`config.mk`:
```
export PLATFORM = sky130hd
export DESIGN_NAME = mul_instr_encoder
export DESIGN_NICKNAME = d
export VERILOG_FILES = /design/src/rtl/mul_instr_encoder_pkg.sv /design/src/rtl/mul_instr_encoder_fifo.sv /design/src/rtl/mul_instr_encoder.sv
export SDC_FILE = /design/constraint.sdc
export NUM_CORES = 1
export LEC_CHECK = 0
export BUFFER_PORTS_ARGS = -buffer_cell sky130_fd_sc_hd__buf_4
export CORE_UTILIZATION = 55
export CTS_BUF_LIST = sky130_fd_sc_hd__clkbuf_8 sky130_fd_sc_hd__clkbuf_16
export CTS_CLUSTER_DIAMETER = 30
export DETAILED_ROUTE_END_ITERATION = 6
export MAX_ROUTING_LAYER = met4
export PLACE_DENSITY_LB_ADDON = 0.25
export SYNTH_ARGS = -nofsm -noshare
export SYNTH_HDL_FRONTEND = slang
export SYNTH_HIERARCHICAL = 1
export SYNTH_SLANG_ARGS = --single-unit
```
`constraint.sdc`:
```
create_clock -name clk -period 12.5 [get_ports clk]
set_input_delay 2.5 -clock clk [delete_from_list [all_inputs] [get_ports clk]]
set_output_delay 2.5 -clock clk [all_outputs]
set_load 0.01 [all_outputs]
```
`src/rtl/mul_instr_encoder_pkg.sv`:
```
`default_nettype none
`timescale 1ns/1ps
//============================================================================
// Module : mul_instr_encoder_pkg
// Brief  : Field positions, opcode constants and encode helpers for the
//          multiply / data-processing instruction encoder.
// Rev    : 1.0
//============================================================================
package mul_instr_encoder_pkg;

   localparam int COND_LSB     = 28;
   localparam int S_BIT_POS    = 20;

   localparam int MUL_A_POS    = 21;
   localparam int MUL_RD_LSB   = 16;
   localparam int MUL_RA_LSB   = 12;
   localparam int MUL_RM_LSB   = 8;
   localparam int MUL_MARK_LSB = 4;
   localparam int MUL_RN_LSB   = 0;

   localparam int DP_CMD_LSB   = 21;
   localparam int DP_RN_LSB    = 16;
   localparam int DP_RD_LSB    = 12;
   localparam int DP_RM_LSB    = 0;

   localparam logic [3:0] MUL_MARKER = 4'b1001;
   localparam logic [3:0] PC_REG     = 4'd15;

   typedef enum logic [3:0] {
      CMD_AND = 4'b0000,
      CMD_SUB = 4'b0010,
      CMD_ADD = 4'b0100,
      CMD_ORR = 4'b1100
   } dp_cmd_e;

   function automatic logic [31:0] encode_mul(
      input logic [3:0] cond,
      input logic       s_bit,
      input logic       acc,
      input logic [3:0] rd,
      input logic [3:0] ra_field,
      input logic [3:0] rm,
      input logic [3:0] rn
   );
      logic [31:0] w;
      w = '0;
      w[COND_LSB +: 4]     = cond;
      w[MUL_A_POS]         = acc;
      w[S_BIT_POS]         = s_bit;
      w[MUL_RD_LSB +: 4]   = rd;
      w[MUL_RA_LSB +: 4]   = ra_field;
      w[MUL_RM_LSB +: 4]   = rm;
      w[MUL_MARK_LSB +: 4] = MUL_MARKER;
      w[MUL_RN_LSB +: 4]   = rn;
      return w;
   endfunction

   function automatic logic [31:0] encode_dp(
      input logic [3:0] cond,
      input logic [3:0] cmd,
      input logic       s_bit,
      input logic [3:0] rn,
      input logic [3:0] rd,
      input logic [3:0] rm
   );
      logic [31:0] w;
      w = '0;
      w[COND_LSB +: 4]   = cond;
      w[DP_CMD_LSB +: 4] = cmd;
      w[S_BIT_POS]       = s_bit;
      w[DP_RN_LSB +: 4]  = rn;
      w[DP_RD_LSB +: 4]  = rd;
      w[DP_RM_LSB +: 4]  = rm;
      return w;
   endfunction

endpackage
`default_nettype wire

```
`src/rtl/mul_instr_encoder_fifo.sv`:
```
`default_nettype none
`timescale 1ns/1ps
//============================================================================
// Module : instr_fifo
// Brief  : Synchronous DEPTH x WIDTH buffer for encoded words; clr flushes.
// Rev    : 1.0
//============================================================================
module instr_fifo #(
   parameter int DEPTH = 4,
   parameter int WIDTH = 32
) (
   input  logic             clk,
   input  logic             reset,
   input  logic             clr,
   input  logic             push,
   input  logic             pop,
   input  logic [WIDTH-1:0] wdata,
   output logic [WIDTH-1:0] rdata,
   output logic             full,
   output logic             empty
);

   localparam int AW = $clog2(DEPTH);

   logic [WIDTH-1:0] mem [DEPTH];
   logic [AW:0]      wr_ptr;
   logic [AW:0]      rd_ptr;
   logic             do_push;
   logic             do_pop;

   // Extra pointer MSB distinguishes full from empty when the indices match.
   assign empty   = (wr_ptr == rd_ptr);
   assign full    = (wr_ptr[AW] != rd_ptr[AW]) && (wr_ptr[AW-1:0] == rd_ptr[AW-1:0]);
   assign do_push = push && !full && !clr;
   assign do_pop  = pop && !empty && !clr;
   assign rdata   = mem[rd_ptr[AW-1:0]];

   always_ff @(posedge clk or negedge reset) begin
      if (!reset) begin
         wr_ptr <= '0;
         rd_ptr <= '0;
      end else if (clr) begin
         wr_ptr <= '0;
         rd_ptr <= '0;
      end else begin
         if (do_push) wr_ptr <= wr_ptr + 1'b1;
         if (do_pop)  rd_ptr <= rd_ptr + 1'b1;
      end
   end

   always_ff @(posedge clk) begin
      if (do_push) mem[wr_ptr[AW-1:0]] <= wdata;
   end

endmodule
`default_nettype wire

```
`src/rtl/mul_instr_encoder.sv`:
```
`default_nettype none
`timescale 1ns/1ps
//============================================================================
// Module : mul_instr_encoder
// Brief  : Encodes multiply / data-processing requests and streams them into
//          instruction memory. Macro MUL_ACCUM_EN enables multiply-accumulate.
// Rev    : 1.0
//============================================================================
module mul_instr_encoder
   import mul_instr_encoder_pkg::*;
#(
   parameter int          FIFO_DEPTH = 4,
   parameter logic [31:0] BASE_ADDR  = 32'h0000_0000
) (
   input  logic        clk,
   input  logic        reset,
   input  logic        clr,
   input  logic        in_valid,
   output logic        in_ready,
   input  logic        op_mul,
   input  logic        op_acc,
   input  logic [3:0]  cond,
   input  logic [3:0]  cmd,
   input  logic        s_bit,
   input  logic [3:0]  rn,
   input  logic [3:0]  rm,
   input  logic [3:0]  ra,
   input  logic [3:0]  rd,
   output logic        mem_we,
   input  logic        mem_ready,
   output logic [31:0] mem_addr,
   output logic [31:0] mem_wdata,
   output logic [15:0] words_written,
   output logic        err
);

   logic        ready_en;
   logic        full;
   logic        empty;
   logic        accept;
   logic        illegal;
   logic        push;
   logic        pop;
   logic        use_acc;
   logic [3:0]  ra_field;
   logic [31:0] word;
   logic [31:0] head;

`ifdef MUL_ACCUM_EN
   assign use_acc  = op_acc;
   assign ra_field = op_acc ? ra : 4'd0;
`else
   logic unused_acc_inputs;
   assign unused_acc_inputs = ^{op_acc, ra};
   assign use_acc  = 1'b0;
   assign ra_field = 4'd0;
`endif

   // ready_en keeps in_ready low until the first edge after reset release.
   assign in_ready = ready_en && !full;
   assign accept   = in_valid && in_ready;
   assign illegal  = op_mul && ((rd == PC_REG) || (rn == PC_REG) || (rm == PC_REG) ||
                                (use_acc && (ra == PC_REG)));
   assign push     = accept && !illegal;
   assign pop      = !empty && mem_ready;

   assign word = op_mul ? encode_mul(cond, s_bit, use_acc, rd, ra_field, rm, rn)
                        : encode_dp(cond, cmd, s_bit, rn, rd, rm);

   assign mem_we    = !empty;
   assign mem_wdata = empty ? 32'd0 : head;

   instr_fifo #(
      .DEPTH (FIFO_DEPTH),
      .WIDTH (32)
   ) u_fifo (
      .clk   (clk),
      .reset (reset),
      .clr   (clr),
      .push  (push),
      .pop   (pop),
      .wdata (word),
      .rdata (head),
      .full  (full),
      .empty (empty)
   );

   always_ff @(posedge clk or negedge reset) begin
      if (!reset) begin
         ready_en      <= 1'b0;
         mem_addr      <= BASE_ADDR;
         words_written <= '0;
         err           <= 1'b0;
      end else begin
         ready_en <= 1'b1;
         if (clr) begin
            mem_addr      <= BASE_ADDR;
            words_written <= '0;
            err           <= 1'b0;
         end else begin
            if (pop) begin
               mem_addr      <= mem_addr + 32'd4;
               words_written <= words_written + 16'd1;
            end
            if (accept && illegal) err <= 1'b1;
         end
      end
   end

endmodule
`default_nettype wire

```
==> results.json, run 1 <==
{
  "grt_pass1_wl_mm": 25.6,
  "post_cts_buffers": 0,
  "regArea_um2": 5200,
  "numCtsBuffers": 17,
  "clock_path_buffers": 2,
  "die_h_um": 123,
  "fin_tns_setup_ps": 0,
  "pwr-share-seq_pct": 44.6,
  "setup_viol": 0,
  "cts.sinks": 182,
  "critPathLaunchType": "flop",
  "track_usage_pct": 23.5,
  "ant_nets": 0,
  "vias": 5110,
  "cp_cell_sequence": "xnor2_2, nand2_1, nor2_4, nor2b_1, buf_4",
  "synth_edf_count": 128,
  "slew_viol_final": 0,
  "die-area_um2": 15200,
  "n_fill_cell": 1024,
  "cp.arrival_ps": 3200,
  "skew_ps": 7.51,
  "finalWirelength_mm": 16.4,
  "switching_share_pct": 26.6,
  "syn_avg_cell_area_um2": 14.6,
  "hold_buffers": 0,
  "path_max_fanout": 40,
  "start_util_pct": 56.0,
  "die_w_um": 123,
  "top_level_ports": 115,
  "ir_drop_uv": 114,
  "core-area_um2": 14500,
  "timing.critical_path.to_type": "primary output",
  "dp_hpwl_mm": 9.92,
  "antenna_found_initial": 0,
  "grt-ovfl-total": 0,
  "cts_tree": "yes",
  "max_freq_ghz": 0.175,
  "antennaDiodeCount": 0,
  "grt_pass1_vias": 5048,
  "drt_iter0_markers": 414,
  "max_slew_margin_pct": 31.5,
  "max_cap_violations": 0,
  "powerDensity_nw_per_um2": 155,
  "drive_gt1_share_pct": 29.1,
  "post-route-util_pct": 67.1,
  "dr.pass1.iters": 5,
  "path_class": "reg -> out",
  "rows": 44,
  "tightest_slew_ps": 1030,
  "worstPathBufferInverterCount": 1,
  "synth-seq-cells": 182,
  "gp_congestion": 0.785,
  "avgRoutedWirePerCell_um": 18.7,
  "nets": 717,
  "pre_cts_ws_ps": 7220,
  "synth_seq_area_share_pct": 64.0,
  "cp_slowest_cell": "dfrtp_2",
  "clkLatencyLatePin_ps": 420,
  "cts_resized": 0,
  "switching_power_uw": 400,
  "clockRootBuffer": "clkbuf_16",
  "area_delta_synth_final_pct": 19.8,
  "grt_setup_unrepaired": "no",
  "grt_start_max_net_pins": 74,
  "ys_warn_count": 6,
  "vias_per_cell": 5.84,
  "min_period_ps": 5700,
  "synth_area_um2": 8120,
  "fin_ws_ps": 6800,
  "status": "complete, no violations",
  "port_buffers": 107,
  "max_stage_delay_ps": 1040,
  "drc_errors": 0,
  "power.total_mw": 1.51,
  "p_clk_share_pct": 33.8,
  "multi_input_area_um2": 2840,
  "p_leak_nw": 3.64,
  "clkTransAtPathRegs_ps": 60,
  "yosysUniqueCellTypes": 52,
  "synthFlopType": "edfxtp_1",
  "crit_required_ps": 10000,
  "critPathTopFamily": "simple AND/OR/NAND/NOR gates",
  "pwr-share-comb_pct": 21.5,
  "syn_inst": 554,
  "min_path_type": "reg -> reg",
  "async_reset_ff_share_pct": 29.7,
  "intPower_mw": 1.11,
  "htreeDepth": 4,
  "hold_violations": 0,
  "finalCritPeriodShare_pct": 45.6
}
==> through the flow <==
step	std cells	instance area [um^2]	hold WS (ps)
2_1_floorplan	575	8190	529
3_3_place_gp	842	9150	487
3_5_place_dp	842	9150	496
4_1_cts	874	9720	544
5_1_grt	875	9720	580
6_report	875	9720	534
==> worst paths after layout <==
kind                                     to  slack (ps)        startpoint  depth (start not counted)
max                           mem_wdata[13]        6800  u_fifo/rd_ptr[1]                          5
min                                     err         530               err                          2
max reg2reg                u_fifo/mem[1][0]        8430  u_fifo/rd_ptr[1]                         10
min reg2reg                             err         530               err                          2
max in group asynchronous  u_fifo/rd_ptr[0]        9870             reset                          1
min in group asynchronous      mem_addr[23]        2130             reset                          1
==> cells in the final DEF, fill, tap and decap left out, types with 9 or more instances in the layout <==
| master | netlist | routed |
|---|---|---|
| nand2_1 | 16 | 16 |
| nor2_1 | 30 | 29 |
| xor2_1 | 13 | 13 |
| conb_1 | 2 | 23 |
| a21oi_1 | 22 | 22 |
| mux2_2 | 15 | 15 |
| or3_1 | 14 | 14 |
| o21ai_0 | 18 | 18 |
| nand4_1 | 13 | 13 |
| mux4_2 | 32 | 32 |
| edfxtp_1 | 128 | 128 |
| and2_1 | 10 | 9 |
| inv_1 | 10 | 15 |
| buf_4 | 3 | 113 |
| dfrtp_1 | 54 | 52 |
| nand3_1 | 12 | 12 |
| clkbuf_16 | 0 | 17 |
| nor2b_1 | 49 | 49 |
==> worst min-delay path: cells and delay by family (launching register included) <==
family / cells / cell delay, ps
DFF: 1 / 360
AOI/OAI and AO/OA: 1 / 50
and+or+nand+nor: 1 / 80
==> area by class of cell <==
class | count | share of cell area [%]
Multi-Input combinational cell | 353 | 29.2
Inverter | 10 | 0.386
Tap cell | 184 | 2.37
Sequential cell | 182 | 53.5
Timing Repair Buffer | 114 | 8.78
Clock buffer | 17 | 4.38
Clock inverter | 15 | 1.45
==> sequential cells by signal, indices dropped and copies added (netlist names) <==
name           count
u_fifo/mem       128
mem_addr          30
words_written     16
u_fifo/rd_ptr      3
u_fifo/wr_ptr      3
err                1
ready_en           1
==> per-layer routing <==
layer / vias to the layer above / global-route usage, % / wire length (um)
met4: 0 / 9.04 / 246
met3: 19 / 5.40 / 867
li1: 2344 / - / -
met2: 147 / 36.4 / 8110
met1: 2600 / 30.3 / 7140
met5: - / - / 0
==> power by group through the flow <==
| stage | clock [mW] | combinational (mW) | sequential (mW) |
|---|---|---|---|
| 6_report | 0.510 | 0.324 | 0.673 |
| 5_1_grt | 0.545 | 0.352 | 0.674 |
| 4_1_cts | 0.522 | 0.330 | 0.673 |
| 3_5_place_dp | 0 | 0.328 | 0.685 |
| 3_3_place_gp | 0 | 0.325 | 0.684 |
| 2_1_floorplan | 0 | 0.204 | 0.682 |
==> Yosys cell counts (7+ instances only) <==
cell type    n  area (um^2)
and2_1      10         62.6
xor2_1      13          114
nor2_1      30          113
nand4_1     13         81.3
o31ai_1      7         52.6
edfxtp_1   128         3840
inv_1       10         37.5
mux4_2      32          721
nand2_1     16         60.1
ha_1         7         87.6
nor2b_1     49          307
dfrtp_1     54         1350
mux2_2      15          169
o21ai_0     18         90.1
clkbuf_1    12         45.0
nand3_1     12         60.1
a21oi_1     22          110
buf_2       11         55.1
or4_1        7         52.6
or3_1       14         87.6
==> cell families (layout without fill, tap and decap cells) <==
family | Yosys count | count (layout) | share of synthesized area [%]
AO/OA/AOI/OAI | 74 | 74 | 5.81
XOR/XNOR | 21 | 21 | 2.54
adder cells (fa/ha/maj) | 7 | 7 | 1.08
buffers and inverters | 40 | 156 | 2.34
flip-flops | 182 | 182 | 64.0
multiplexers | 49 | 49 | 11.2
other | 2 | 23 | 0.0925
AND/OR/NAND/NOR | 179 | 179 | 12.9
No activity file was read; power rests on OpenSTA's default activity.
==> inputs of run 2 (changes only) <==
Settings changed: ABC_AREA set to 1.
Clock period 12.5 ns to 5.92 ns, I/O delays scaled along.
==> results.json, run 2 <==
{
  "status": "complete, no violations",
  "final_cell_mix": "nor2_1 (199), nand2_1 (145), edfxtp_1 (128), buf_4 (112), inv_1 (105)",
  "cts_tree": "yes",
  "avgRoutedWirePerCell_um": 14.3,
  "numCtsBuffers": 17,
  "nets": 1057,
  "finalCritPeriodShare_pct": 72.7,
  "synthXorXnorAreaFrac_pct": 0.531,
  "cts_resized": 0,
  "min_period_ps": 4310,
  "tightest_slew_ps": 1110,
  "r2r_start": "u_fifo/rd_ptr[1]",
  "ir_drop_uv": 206,
  "drive_gt1_share_pct": 16.5,
  "clock_path_buffers": 2,
  "area_delta_synth_final_pct": 18.0,
  "crit_required_ps": 4740,
  "core-area_um2": 15100,
  "multi_input_area_um2": 2780,
  "hold_depth": 2,
  "syn_inst": 901,
  "clkLatencyLatePin_ps": 430,
  "vias": 6356,
  "track_usage_pct": 24.0,
  "clkTransAtPathRegs_ps": 60,
  "min_from": "err",
  "synth_area_um2": 8490,
  "path_class": "reg -> out",
  "critPathLaunchType": "flop",
  "port_buffers": 107,
  "antenna_found_initial": 0,
  "synth-seq-cells": 182,
  "ant_nets": 0,
  "synth_seq_area_share_pct": 61.2,
  "max_cap_violations": 0,
  "r2r-end": "mem_addr[8]",
  "slew_viol_final": 0,
  "synth_top_cell_by_area": "edfxtp_1",
  "reg2reg_setup_slack_ps": 2370,
  "drt_iter0_markers": 557,
  "synth_mux_area_share_pct": 0,
  "max_slew_margin_pct": 25.8,
  "grt_setup_unrepaired": "no",
  "rows": 45,
  "grt_start_max_net_pins": 66,
  "synth_common_cells": "nor2_1 (199), nand2_1 (145), edfxtp_1 (128)",
  "cp_cell_sequence": "buf_4, inv_2, nand2_1, nand2_1, nand3_2, inv_1, nor2_1, buf_4",
  "drc_errors": 0,
  "regArea_um2": 5200,
  "async_reset_ff_share_pct": 29.7,
  "dp_hpwl_mm": 10.9,
  "die-area_um2": 15900,
  "drt-met1-wl_mm": 8.21,
  "min_to": "err",
  "timing.critical_path.to_type": "primary output",
  "synth_edf_count": 128,
  "ys_warn_count": 6,
  "hold_violations": 0,
  "synth_compound_gate_area_share_pct": 8.78,
  "finalWirelength_mm": 17.5,
  "gp_congestion": 0.831,
  "max_freq_ghz": 0.232,
  "die_h_um": 126,
  "dr.pass1.iters": 5,
  "synth.area.top_cells": "edfxtp_1 (45%), dfrtp_1 (16%), nor2_1 (8.8%)",
  "n_fill_cell": 1201,
  "synth_fa_ha_area_share_pct": 1.03,
  "synthFlopType": "edfxtp_1",
  "yosysTopAreaCellShare_pct": 45.3,
  "grt-ovfl-total": 0,
  "wl_met3_um": 653,
  "largest_register_ffs": 128,
  "skew_ps": 8.06,
  "cp_slowest_cell": "inv_1",
  "hold_buffers": 0,
  "yosysUniqueCellTypes": 35,
  "setup_viol": 0,
  "post_cts_buffers": 0,
  "syn_avg_cell_area_um2": 9.42,
  "rr_worst_depth": 15,
  "layout_commonest_cell": "nor2_1",
  "top_layer": "met4",
  "clockRootBuffer": "clkbuf_16",
  "grt_pass1_wl_mm": 28.9,
  "max_stage_delay_ps": 830,
  "vias_per_cell": 5.22,
  "start_util_pct": 56.1,
  "cts.sinks": 182,
  "fin_tns_setup_ps": 0,
  "p_leak_nw": 4.30,
  "grt_pass1_vias": 5877,
  "min_path_type": "reg -> reg",
  "die_w_um": 126,
  "cp.arrival_ps": 3120,
  "htreeDepth": 4,
  "timing.hold.ws_ps": 518,
  "wl_met2_mm": 8.39,
  "powerDensity_nw_per_um2": 258,
  "synth_top_family_by_area": "simple AND/OR/NAND/NOR gates",
  "synth-simple-area-share_pct": 21.4,
  "path_max_fanout": 36,
  "antennaDiodeCount": 0,
  "top_level_ports": 115,
  "synth_most_common_cell": "nor2_1"
}
## run 2: cell count changes in the layout (fill, tap and decap cells not counted), sizes merged, moves of 15 or more
| cell | change |
|---|---|
| nor2 | +178 |
| nand2 | +134 |
| inv | +96 |
| o21ai | +64 |
| nor2b | -50 |
| mux4 | -32 |
| o22ai | +32 |
| nand3 | +27 |
| mux2 | -15 |
## run 2: cell type report
type	instances	share of cell area, %
Clock inverter	14	1.06
Sequential cell	182	51.9
Timing Repair Buffer	113	8.60
Inverter	108	4.05
Tap cell	188	2.35
Clock buffer	17	4.25
Multi-Input combinational cell	596	27.8
## run 2: worst max path at each step
stage	start	endpoint	cells past startpoint
4_1_cts	u_fifo/rd_ptr[1]	mem_wdata[8]	8
2_1_floorplan	op_mul	u_fifo/mem[0][0]	4
3_5_place_dp	u_fifo/rd_ptr[1]	mem_wdata[8]	8
3_3_place_gp	u_fifo/rd_ptr[1]	mem_wdata[16]	8
5_1_grt	u_fifo/rd_ptr[1]	mem_wdata[8]	8
6_report	u_fifo/rd_ptr[1]	mem_wdata[8]	8
## run 2: cells by family after synthesis
kind of cell    Yosys count
compound gates          139
buf+inv                 144
other cells               2
flops                   182
xor+xnor                  3
simple gates            424
fa+ha+maj                 7
## run 2: layer usage
| metal | vias to the layer above | track usage [%] |
|---|---|---|
| li1 | 3201 | - |
| met1 | 2998 | 32.1 |
| met2 | 138 | 37.4 |
| met3 | 19 | 4.21 |
| met4 | 0 | 7.87 |
| met5 | - | - |
## run 2: stage by stage
| step | cell area, um^2 | util [%] | power [mW] | std cells | setup slack [ps] |
|---|---|---|---|---|---|
| CTS | 10000 | 66.1 | 2.60 | 1218 | 1530 |
| global placement | 9480 | 62.6 | 1.59 | 1187 | 2070 |
| detailed placement | 9480 | 62.6 | 1.59 | 1187 | 2000 |
| global route | 10000 | 66.1 | 2.68 | 1218 | 1250 |
| floorplan | 8570 | - | 1.51 | 922 | 2730 |
| finish | 10000 | 66.1 | 2.58 | 1218 | 1610 |
## run 2: critical path: cells and delay by family, from the launching register on
family / cells / cell delay, ps
flops: 1 / 360
buf+inv: 4 / 1760
simple gates: 4 / 550
## run 2: power by group
part / total (mW) / internal, mW / switching (mW)
logic: 0.171 / 0.0603 / 0.111
clock network: 1.02 / 0.539 / 0.482
registers: 1.39 / 1.38 / 0.00732
total: 2.58 / 1.98 / 0.600
==> inputs of run 3 (changes only) <==
Clock period 5.92 ns to 4 ns, I/O delays scaled along.
==> results.json, run 3 (synthesized netlist as in run 2, its figures left out) <==
{
  "critPathLaunchType": "flop",
  "p_leak_nw": 4.36,
  "hold_violations": 0,
  "nets": 1065,
  "min_path_type": "in -> async",
  "cp_cell_sequence": "nand2_1, nand2_1, nand3_2, inv_1, buf_4, nor2_1, buf_4",
  "grt_start_max_net_pins": 55,
  "n_fill_cell": 1219,
  "setup_viol": 0,
  "max_freq_ghz": 0.294,
  "status": "complete, no violations",
  "cp_slowest_cell": "dfrtp_1",
  "grt_setup_unrepaired": "no",
  "crit_required_ps": 3200,
  "tightest_slew_ps": 775,
  "clockRootBuffer": "clkbuf_16",
  "critPathTopFamily": "buffers and inverters",
  "dp_hpwl_mm": 11.7,
  "ir_drop_uv": 318,
  "rows": 45,
  "rr_worst_depth": 11,
  "finalInstanceArea_um2": 10100,
  "skew_ps": 9.60,
  "area_delta_synth_final_pct": 19.4,
  "dpl_cell_area_um2": 9550,
  "dr.pass1.iters": 7,
  "port_buffers": 107,
  "cts_resized": 0,
  "cp.arrival_ps": 2600,
  "clock_path_buffers": 2,
  "timing.hold.ws_ps": 413,
  "clkLatencyLatePin_ps": 420,
  "core-area_um2": 15100,
  "ant_nets": 0,
  "cts.sinks": 182,
  "max_cap_violations": 0,
  "largest_register_ffs": 128,
  "min_period_ps": 3400,
  "worstPathBufferInverterCount": 3,
  "clkTransAtPathRegs_ps": 70,
  "gp_congestion": 0.825,
  "hold_buffers": 0,
  "max_slew_margin_pct": 48.1,
  "antenna_found_initial": 0,
  "reg2reg_setup_slack_ps": 780,
  "post_cts_buffers": 0,
  "drt_iter0_markers": 514,
  "vias_per_cell": 5.16,
  "finalWirelength_mm": 17.9,
  "grt_pass1_wl_mm": 29.1,
  "max_stage_delay_ps": 760,
  "drc_errors": 0,
  "top_level_ports": 115,
  "track_usage_pct": 24.3,
  "start_util_pct": 56.1,
  "path_max_fanout": 24,
  "timing.critical_path.to_type": "primary output",
  "final_cell_mix": "nor2_1 (199), nand2_1 (145), edfxtp_1 (128), buf_4 (119), inv_1 (103)",
  "post-route-util_pct": 66.9,
  "die-area_um2": 15900,
  "r2r-end": "u_fifo/mem[0][26]",
  "die_h_um": 126,
  "grt_pass1_vias": 6003,
  "r2r_start": "u_fifo/rd_ptr[1]",
  "numCtsBuffers": 17,
  "finalCritPeriodShare_pct": 84.9,
  "drive_gt1_share_pct": 17.4,
  "powerDensity_nw_per_um2": 391,
  "fin_tns_setup_ps": 0,
  "slew_viol_final": 0,
  "path_class": "reg -> out",
  "die_w_um": 126,
  "antennaDiodeCount": 0,
  "grt-ovfl-total": 0,
  "avgRoutedWirePerCell_um": 14.6,
  "htreeDepth": 4,
  "vias": 6326,
  "layout_commonest_cell": "nor2_1",
  "cts_tree": "yes"
}
run 3: changes by cell type in the layout (fill, tap and decap cells not counted):
cell       before  now
buf_12          1    2
clkinv_4        3    1
inv_8           2    6
clkinv_2        2    1
bufinv_16       0    1
buf_4         112  119
inv_1         105  103
inv_6           2    3
run 3: worst register-to-register path: stages, from the launching register on:
cell	delay, ps
dfrtp_1	760
inv_2	70
nand2_1	80
nand2_1	110
nand3_4	150
inv_1	60
nor2_1	130
nand2_1	80
a21oi_1	470
nand3_4	180
nor2_2	520
buf_4	310
run 3: final cells by class:
type                       instances  area (um^2)  share of cell area, %
clock buffer                      17          425                   4.20
sequential                       182         5200                   51.2
inverter                         108          405                   4.00
tap                              188          235                   2.32
clock inverter                    15          160                   1.58
multi-input combinational        596         2780                   27.5
timing repair buffer             121          933                   9.21
run 3: layer usage:
metal / part of all wire [%] / GRT usage [%] / vias to the layer above / wire [um]
li1: - / - / 3218 / -
met1: 45 / 30.7 / 2953 / 8070
met2: 50 / 40.1 / 141 / 8970
met3: 3.5 / 4.50 / 14 / 630
met4: 1.2 / 6.80 / 0 / 210
met5: 0 / - / - / 0
run 3: stage by stage:
step | setup slack [ps] | total power, mW | std cells
final | 603 | 3.96 | 1227
after global routing | 392 | 4.10 | 1227
after CTS | 534 | 3.99 | 1227
after detailed placement | 787 | 2.36 | 1195
after global placement | 879 | 2.35 | 1195
after floorplan | 1070 | 2.24 | 922
run 3: how the worst max path moves through the flow:
stage                                start  slack [ps]           endpoint  cells after the start
after floorplan           u_fifo/rd_ptr[0]        1070   u_fifo/mem[0][0]                      9
after global placement    u_fifo/rd_ptr[1]         880  u_fifo/mem[0][30]                     11
after detailed placement  u_fifo/rd_ptr[1]         790  u_fifo/mem[0][30]                     11
after CTS                 u_fifo/rd_ptr[1]         530       mem_wdata[1]                      7
after global routing      u_fifo/rd_ptr[1]         390       mem_wdata[3]                      7
final                     u_fifo/rd_ptr[1]         600       mem_wdata[1]                      7
run 3: power by group:
group	leakage [nW]	switching [mW]	internal, mW
logic	2.16	0.170	0.0935
clock network	0.282	0.754	0.889
registers	1.91	0.0100	2.04
